$ cat src/rtl/subservient_pkg.sv
// Shared types for the subservient SRAM arbiter.
// Holds the WB port state encoding and RF address width default.
package subservient_pkg;

  localparam int RF_AW_DEFAULT = 8;

  typedef enum logic {
    IDLE = 1'b0,
    ACK  = 1'b1
  } port_st_t;

endpackage

$ cat src/rtl/subservient_rr_arb2.sv
// Two-request round-robin arbiter, one-hot grant.
// Pointer flips to the other port after every grant.
module subservient_rr_arb2
  import subservient_pkg::*;
(
  input  logic       i_clk,
  input  logic       i_rst_n,
  input  logic [1:0] i_req,
  output logic [1:0] o_gnt
);

  // ptr=0 favours port 0 on a tie
  logic ptr;

  always_comb begin
    o_gnt = 2'b00;
    unique case (i_req)
      2'b00: o_gnt = 2'b00;
      2'b01: o_gnt = 2'b01;
      2'b10: o_gnt = 2'b10;
      2'b11: o_gnt = ptr ? 2'b10 : 2'b01;
      default: o_gnt = 2'b00;
    endcase
  end

  always_ff @(posedge i_clk or negedge i_rst_n) begin
    if (!i_rst_n) begin
      ptr <= 1'b0;
    end else if (|o_gnt) begin
      ptr <= o_gnt[0];
    end
  end

endmodule

$ cat src/rtl/subservient_sram_arb.sv
// RF-priority arbiter for a 1R1W SRAM shared with two WB ports.
// Define SUBSERVIENT_SRAM_ARB_RFPROT_EN to block WB access to the RF region.
module subservient_sram_arb
  import subservient_pkg::*;
#(
  parameter int aw      = 10,
  parameter int rf_aw   = RF_AW_DEFAULT,
  parameter int rf_base = 2**aw - 2**rf_aw
) (
  input  logic             i_clk,
  input  logic             i_rst_n,
  input  logic [rf_aw-1:0] i_rf_waddr,
  input  logic [7:0]       i_rf_wdata,
  input  logic             i_rf_wen,
  input  logic [rf_aw-1:0] i_rf_raddr,
  input  logic             i_rf_ren,
  output logic [7:0]       o_rf_rdata,
  input  logic [aw-1:0]    i_wb0_adr,
  input  logic [7:0]       i_wb0_dat,
  input  logic             i_wb0_we,
  input  logic             i_wb0_stb,
  output logic [7:0]       o_wb0_rdt,
  output logic             o_wb0_ack,
  input  logic [aw-1:0]    i_wb1_adr,
  input  logic [7:0]       i_wb1_dat,
  input  logic             i_wb1_we,
  input  logic             i_wb1_stb,
  output logic [7:0]       o_wb1_rdt,
  output logic             o_wb1_ack,
  output logic [aw-1:0]    o_sram_waddr,
  output logic [7:0]       o_sram_wdata,
  output logic             o_sram_wen,
  output logic [aw-1:0]    o_sram_raddr,
  output logic             o_sram_ren,
  input  logic [7:0]       i_sram_rdata
);

  localparam logic [aw-1:0] RFB = aw'(rf_base);

  logic [aw-1:0] adr [2];
  logic [7:0]    dat [2];
  logic [1:0]    we;
  logic [1:0]    stb;
  logic [1:0]    prot;
  logic [1:0]    elig;
  logic [1:0]    gnt;
  logic [1:0]    ack;
  logic [1:0]    rd_q;
  logic          gsel;
  logic          wb_wr;
  logic          wb_rd;
  logic          rf_rd_q;
  port_st_t      st [2];

  assign adr[0] = i_wb0_adr;
  assign adr[1] = i_wb1_adr;
  assign dat[0] = i_wb0_dat;
  assign dat[1] = i_wb1_dat;
  assign we     = {i_wb1_we, i_wb0_we};
  assign stb    = {i_wb1_stb, i_wb0_stb};

`ifdef SUBSERVIENT_SRAM_ARB_RFPROT_EN
  assign prot[0] = (i_wb0_adr >= RFB);
  assign prot[1] = (i_wb1_adr >= RFB);
`else
  assign prot = 2'b00;
`endif

  // Protected accesses need no SRAM port, so RF traffic never blocks them
  always_comb begin
    elig = 2'b00;
    for (int n = 0; n < 2; n++) begin
      elig[n] = i_rst_n & stb[n] & (st[n] == IDLE) &
                (prot[n] | (we[n] ? !i_rf_wen : !i_rf_ren));
    end
  end

  subservient_rr_arb2 u_rr (
    .i_clk   (i_clk),
    .i_rst_n (i_rst_n),
    .i_req   (elig),
    .o_gnt   (gnt)
  );

  assign gsel  = gnt[1];
  assign wb_wr = (|gnt) & we[gsel] & !prot[gsel];
  assign wb_rd = (|gnt) & !we[gsel] & !prot[gsel];

  assign o_sram_wen   = i_rst_n & (i_rf_wen | wb_wr);
  assign o_sram_waddr = i_rf_wen ? (RFB | aw'(i_rf_waddr)) : adr[gsel];
  assign o_sram_wdata = i_rf_wen ? i_rf_wdata : dat[gsel];

  assign o_sram_ren   = i_rst_n & (i_rf_ren | wb_rd);
  assign o_sram_raddr = i_rf_ren ? (RFB | aw'(i_rf_raddr)) : adr[gsel];

  always_ff @(posedge i_clk or negedge i_rst_n) begin
    if (!i_rst_n) begin
      rf_rd_q <= 1'b0;
      rd_q    <= 2'b00;
      st[0]   <= IDLE;
      st[1]   <= IDLE;
    end else begin
      rf_rd_q <= i_rf_ren;
      for (int n = 0; n < 2; n++) begin
        unique case (st[n])
          IDLE: begin
            if (gnt[n]) begin
              st[n]   <= ACK;
              rd_q[n] <= !we[n] & !prot[n];
            end
          end
          ACK: begin
            st[n]   <= IDLE;
            rd_q[n] <= 1'b0;
          end
          default: begin
            st[n]   <= IDLE;
            rd_q[n] <= 1'b0;
          end
        endcase
      end
    end
  end

  assign ack[0]     = (st[0] == ACK);
  assign ack[1]     = (st[1] == ACK);
  assign o_wb0_ack  = ack[0];
  assign o_wb1_ack  = ack[1];
  assign o_wb0_rdt  = (ack[0] & rd_q[0]) ? i_sram_rdata : 8'h00;
  assign o_wb1_rdt  = (ack[1] & rd_q[1]) ? i_sram_rdata : 8'h00;
  assign o_rf_rdata = rf_rd_q ? i_sram_rdata : 8'h00;

endmodule
$ cat config.mk
export PLATFORM = sky130hd
export DESIGN_NAME = subservient_sram_arb
export DESIGN_NICKNAME = d
export VERILOG_FILES = /design/src/rtl/subservient_pkg.sv /design/src/rtl/subservient_rr_arb2.sv /design/src/rtl/subservient_sram_arb.sv
export SDC_FILE = /design/constraint.sdc
export NUM_CORES = 1
export LEC_CHECK = 0
export CAP_MARGIN = 20
export CORE_MARGIN = 2
export CORE_UTILIZATION = 28
export DETAILED_ROUTE_END_ITERATION = 12
export PLACE_DENSITY = 0.83
export SYNTH_ARGS = -nofsm -noshare
export SYNTH_HDL_FRONTEND = slang
export SYNTH_SLANG_ARGS = --single-unit
export TNS_END_PERCENT = 100
$ cat constraint.sdc
create_clock -name i_clk -period 3.6 [get_ports i_clk]
set_clock_uncertainty 0.1 [all_clocks]
set_input_delay 1.08 -clock i_clk [delete_from_list [all_inputs] [get_ports i_clk]]
set_output_delay 1.08 -clock i_clk [all_outputs]
set_load 0.02 [all_outputs]
==> out/metrics.csv <==
stage;metric;value;unit
status;status;finished clean;
synthesis;synth top area cells;mux2i_1 23%, dfrtp_1 13%, o21ai_2 11%;
synthesis;cell area after synthesis;0.00115;mm²
clock_network;Hold-fix buffers, CTS;0;
floorplan;num rows;23;
clock_network;CTS tree;yes;
floorplan;DIE AREA;0.00465;mm²
clock_network;worst-skew pair later-pin latency;0.22;ns
synthesis;post-synth net total;224;
clock_network;H-Tree Depth;1;
cells_and_area;register area;150;µm²
floorplan;Core ar.;0.00397;mm²
synthesis;sequential fraction of the synthesis area;0.130;
route;initial DRC count;69;
global_routing;GRT Total Usage;0.204;
cells_and_area;diodes inserted;0;
worst_setup_path;reg2reg path depth;6;
clock_network;Worst-path clk slew;0.04;ns
cells_and_area;fillcell total;320;
synthesis;top cell type's share of synthesized area;0.234;
global_routing;global route overflow;0;
placement;DP Area;0.00268;mm²
timing;Max Transition Viols Final;0;
worst_setup_path;Worst EP required;2.42;ns
clock_network;CTS max path bufs;2;
global_routing;vias in the first global route;1656;
synthesis;Yosys top cell by area;mux2i_1;
route;TritonRoute pass-1 iters;5;
timing;final setup fails;0;
route;Total Wirelength;4790;µm
worst_setup_path;Worst Setup Path Type;input port to output port;
synthesis;Async SR Flop Fraction;1.00;
floorplan;die height;68.2;µm
min_path;Worst Hold Path Cells;1;
route;detailed-route wire length per cell;13.4;µm
clock_network;clk sink count;6;
cells_and_area;share of layout cells above drive strength 1;0.336;
placement;RD Place Congestion;0.849;
power;PD cells;195;mW/mm²
worst_setup_path;CP arrival;2.41;ns
global_routing;pin count of the biggest net entering global routing;15;
route;DRC viols;0;
cells_and_area;Nets;385;
timing;RSZ-0062 raised after global routing;true;
route;vias per cell;4.82;
clock_network;Root Driver;clkbuf_8;
cells_and_area;Core Util, Final;0.732;
timing;final hold viol count;0;
power;Leak;0.00132;µW
flow_run;max-cap viol count;0;
global_routing;initial antenna violation count;0;
cells_and_area;Final Cell Area;0.00291;mm²
cells_and_area;Multi-input gate area;1000;µm²
placement;number of port buffers;131;
timing;Fmax;278;MHz
global_routing;global-route wire length before repair;7380;µm
power;Peak VDD IR;0.0926;mV
synthesis;cell with the most instances after synthesis;mux2i_1;
floorplan;die width;68.2;µm
worst_setup_path;Critical path origin;i_wb1_we;
synthesis;Synth Register Bits;6;
worst_setup_path;FF-to-FF Start;u_rr.ptr;
synthesis;synth cell count leaders;27 x mux2i_1, 21 x nand2_1, 16 x and3_1, 14 x o21ai_2, 10 x a21oi_1;
timing;fin crit share;0.998;
synthesis;ys flop type;dfrtp_1;
timing;Final min period;3.59;ns
synthesis;Yosys cell types;31;
timing;Slew headroom;0.800;
route;Routed Antenna Nets;0;
min_path;HP Start;o_wb0_ack;
placement;Post-DP HPWL;3780;µm
clock_network;Num CTS Buffers;3;
worst_setup_path;worst-path fanout max;4;
floorplan;io pins;132;
min_path;HP Class;flip-flop to flip-flop;
cells_and_area;P&R area growth vs syn;152;%
timing;worst slew pin tran;0.292;ns
synthesis;YS warnings;0;
worst_setup_path;crit path launch type;input port;
floorplan;Starting Density;0.290;
route;DR vias;1720;
synthesis;Post-synth EDFFs;0;
synthesis;Post-Syn Area per Cell;7.79;µm²
worst_setup_path;CP Capture Type;output port;
synthesis;synthesized instance count;148;
[final timing paths]
kind / slack (ns) / to
setup / recovery: 0.006 / o_sram_raddr[8]
hold / removal: 0.36 / rd_q[0]
max in group asynchronous: 2.54 / u_rr.ptr
min in group asynchronous: 0.69 / o_wb0_ack
setup reg to reg: 1.94 / rd_q[1]
hold reg to reg: 0.36 / rd_q[0]
[registers in the layout, indices dropped and copies added (netlist names)]
name	cells
o_wb1_ack	1
u_rr.ptr	1
rd_q	2
rf_rd_q	1
o_wb0_ack	1
[per-stage QoR]
step / cells / total power [µW] / hold slack, ns / setup TNS [ns] / worst slack [ns]
after global placement: 344 / 442 / 0.356 / -22.35 / -0.787
final: 357 / 568 / 0.365 / 0 / 0.00577
after CTS: 357 / 563 / 0.366 / 0 / 0.00402
after global routing: 357 / 603 / 0.387 / -0.204 / -0.0559
after floorplan: 148 / 242 / 0.454 / 0 / 0.122
after detailed placement: 344 / 447 / 0.359 / -22.59 / -0.828
[worst max-delay path: stages]
cell and delay (ns):
clkdlybuf4s15_2 0.24, mux2i_2 0.27, buf_4 0.16, o311ai_4 0.10, buf_6 0.15, mux2i_4 0.17
nand2b_1 0.10, buf_6 0.14
[per-layer routing]
layer,wire length (µm),part of all wire,GRT usage
met5,0,0,0
met3,498,0.10,0.0625
met4,29,0.0061,0.0475
met2,2450,0.51,0.367
met1,1810,0.38,0.235
[cells in the final DEF (no fill, tap or decap), drive strengths merged]
cell type / netlist / final
clkdlybuf4s50: 0 / 94
mux2: 1 / 1
clkbuf: 3 / 3
mux2i: 27 / 27
nor3: 1 / 1
nor2: 9 / 9
nand4bb: 1 / 1
nand2b: 3 / 3
inv: 4 / 4
o21a: 1 / 1
buf: 7 / 69
nor3b: 1 / 1
nand3b: 1 / 1
nand2: 21 / 21
and3: 16 / 16
nand3: 1 / 1
and3b: 1 / 1
o311ai: 1 / 1
a21oi: 10 / 10
o211ai: 2 / 2
o2111a: 1 / 1
o21ai: 18 / 18
a31oi: 1 / 1
or3: 1 / 1
dlygate4sd2: 0 / 1
a211oi: 1 / 1
clkdlybuf4s15: 0 / 2
a221o: 1 / 1
dfrtp: 6 / 6
and2: 8 / 8
[kinds of logic (layout without fill, tap and decap cells)]
group	count (synthesis)	after routing	synth area share
buf+inv	14	173	0.0803
simple gates	64	64	0.290
compound gates	36	36	0.253
flops	6	6	0.130
mux	28	28	0.247
[repair_timing]
action                                  in CTS  in global routing
gates resized for setup                    179                 24
buffers inserted                             7                  0
endpoints found under the setup margin      30                 22
cloned                                       3                  0
pin swaps                                    9                  2
[area by class of cell]
| type | count | area share |
|---|---|---|
| Timing Repair Buffer | 166 | 0.564 |
| Multi-Input combinational cell | 128 | 0.344 |
| Sequential cell | 6 | 0.0516 |
| Tap cell | 50 | 0.0215 |
| Clock buffer | 3 | 0.0142 |
| Inverter | 4 | 0.00516 |
[power by group]
| part | internal (µW) | leakage (µW) | switching [µW] |
|---|---|---|---|
| registers | 77.4 | 0.0000725 | 17.8 |
| clock network | 71.8 | 0.0000216 | 28.3 |
| logic | 213 | 0.00123 | 160 |
| total | 362 | 0.00132 | 206 |
Power figures use the tool's default switching activity.
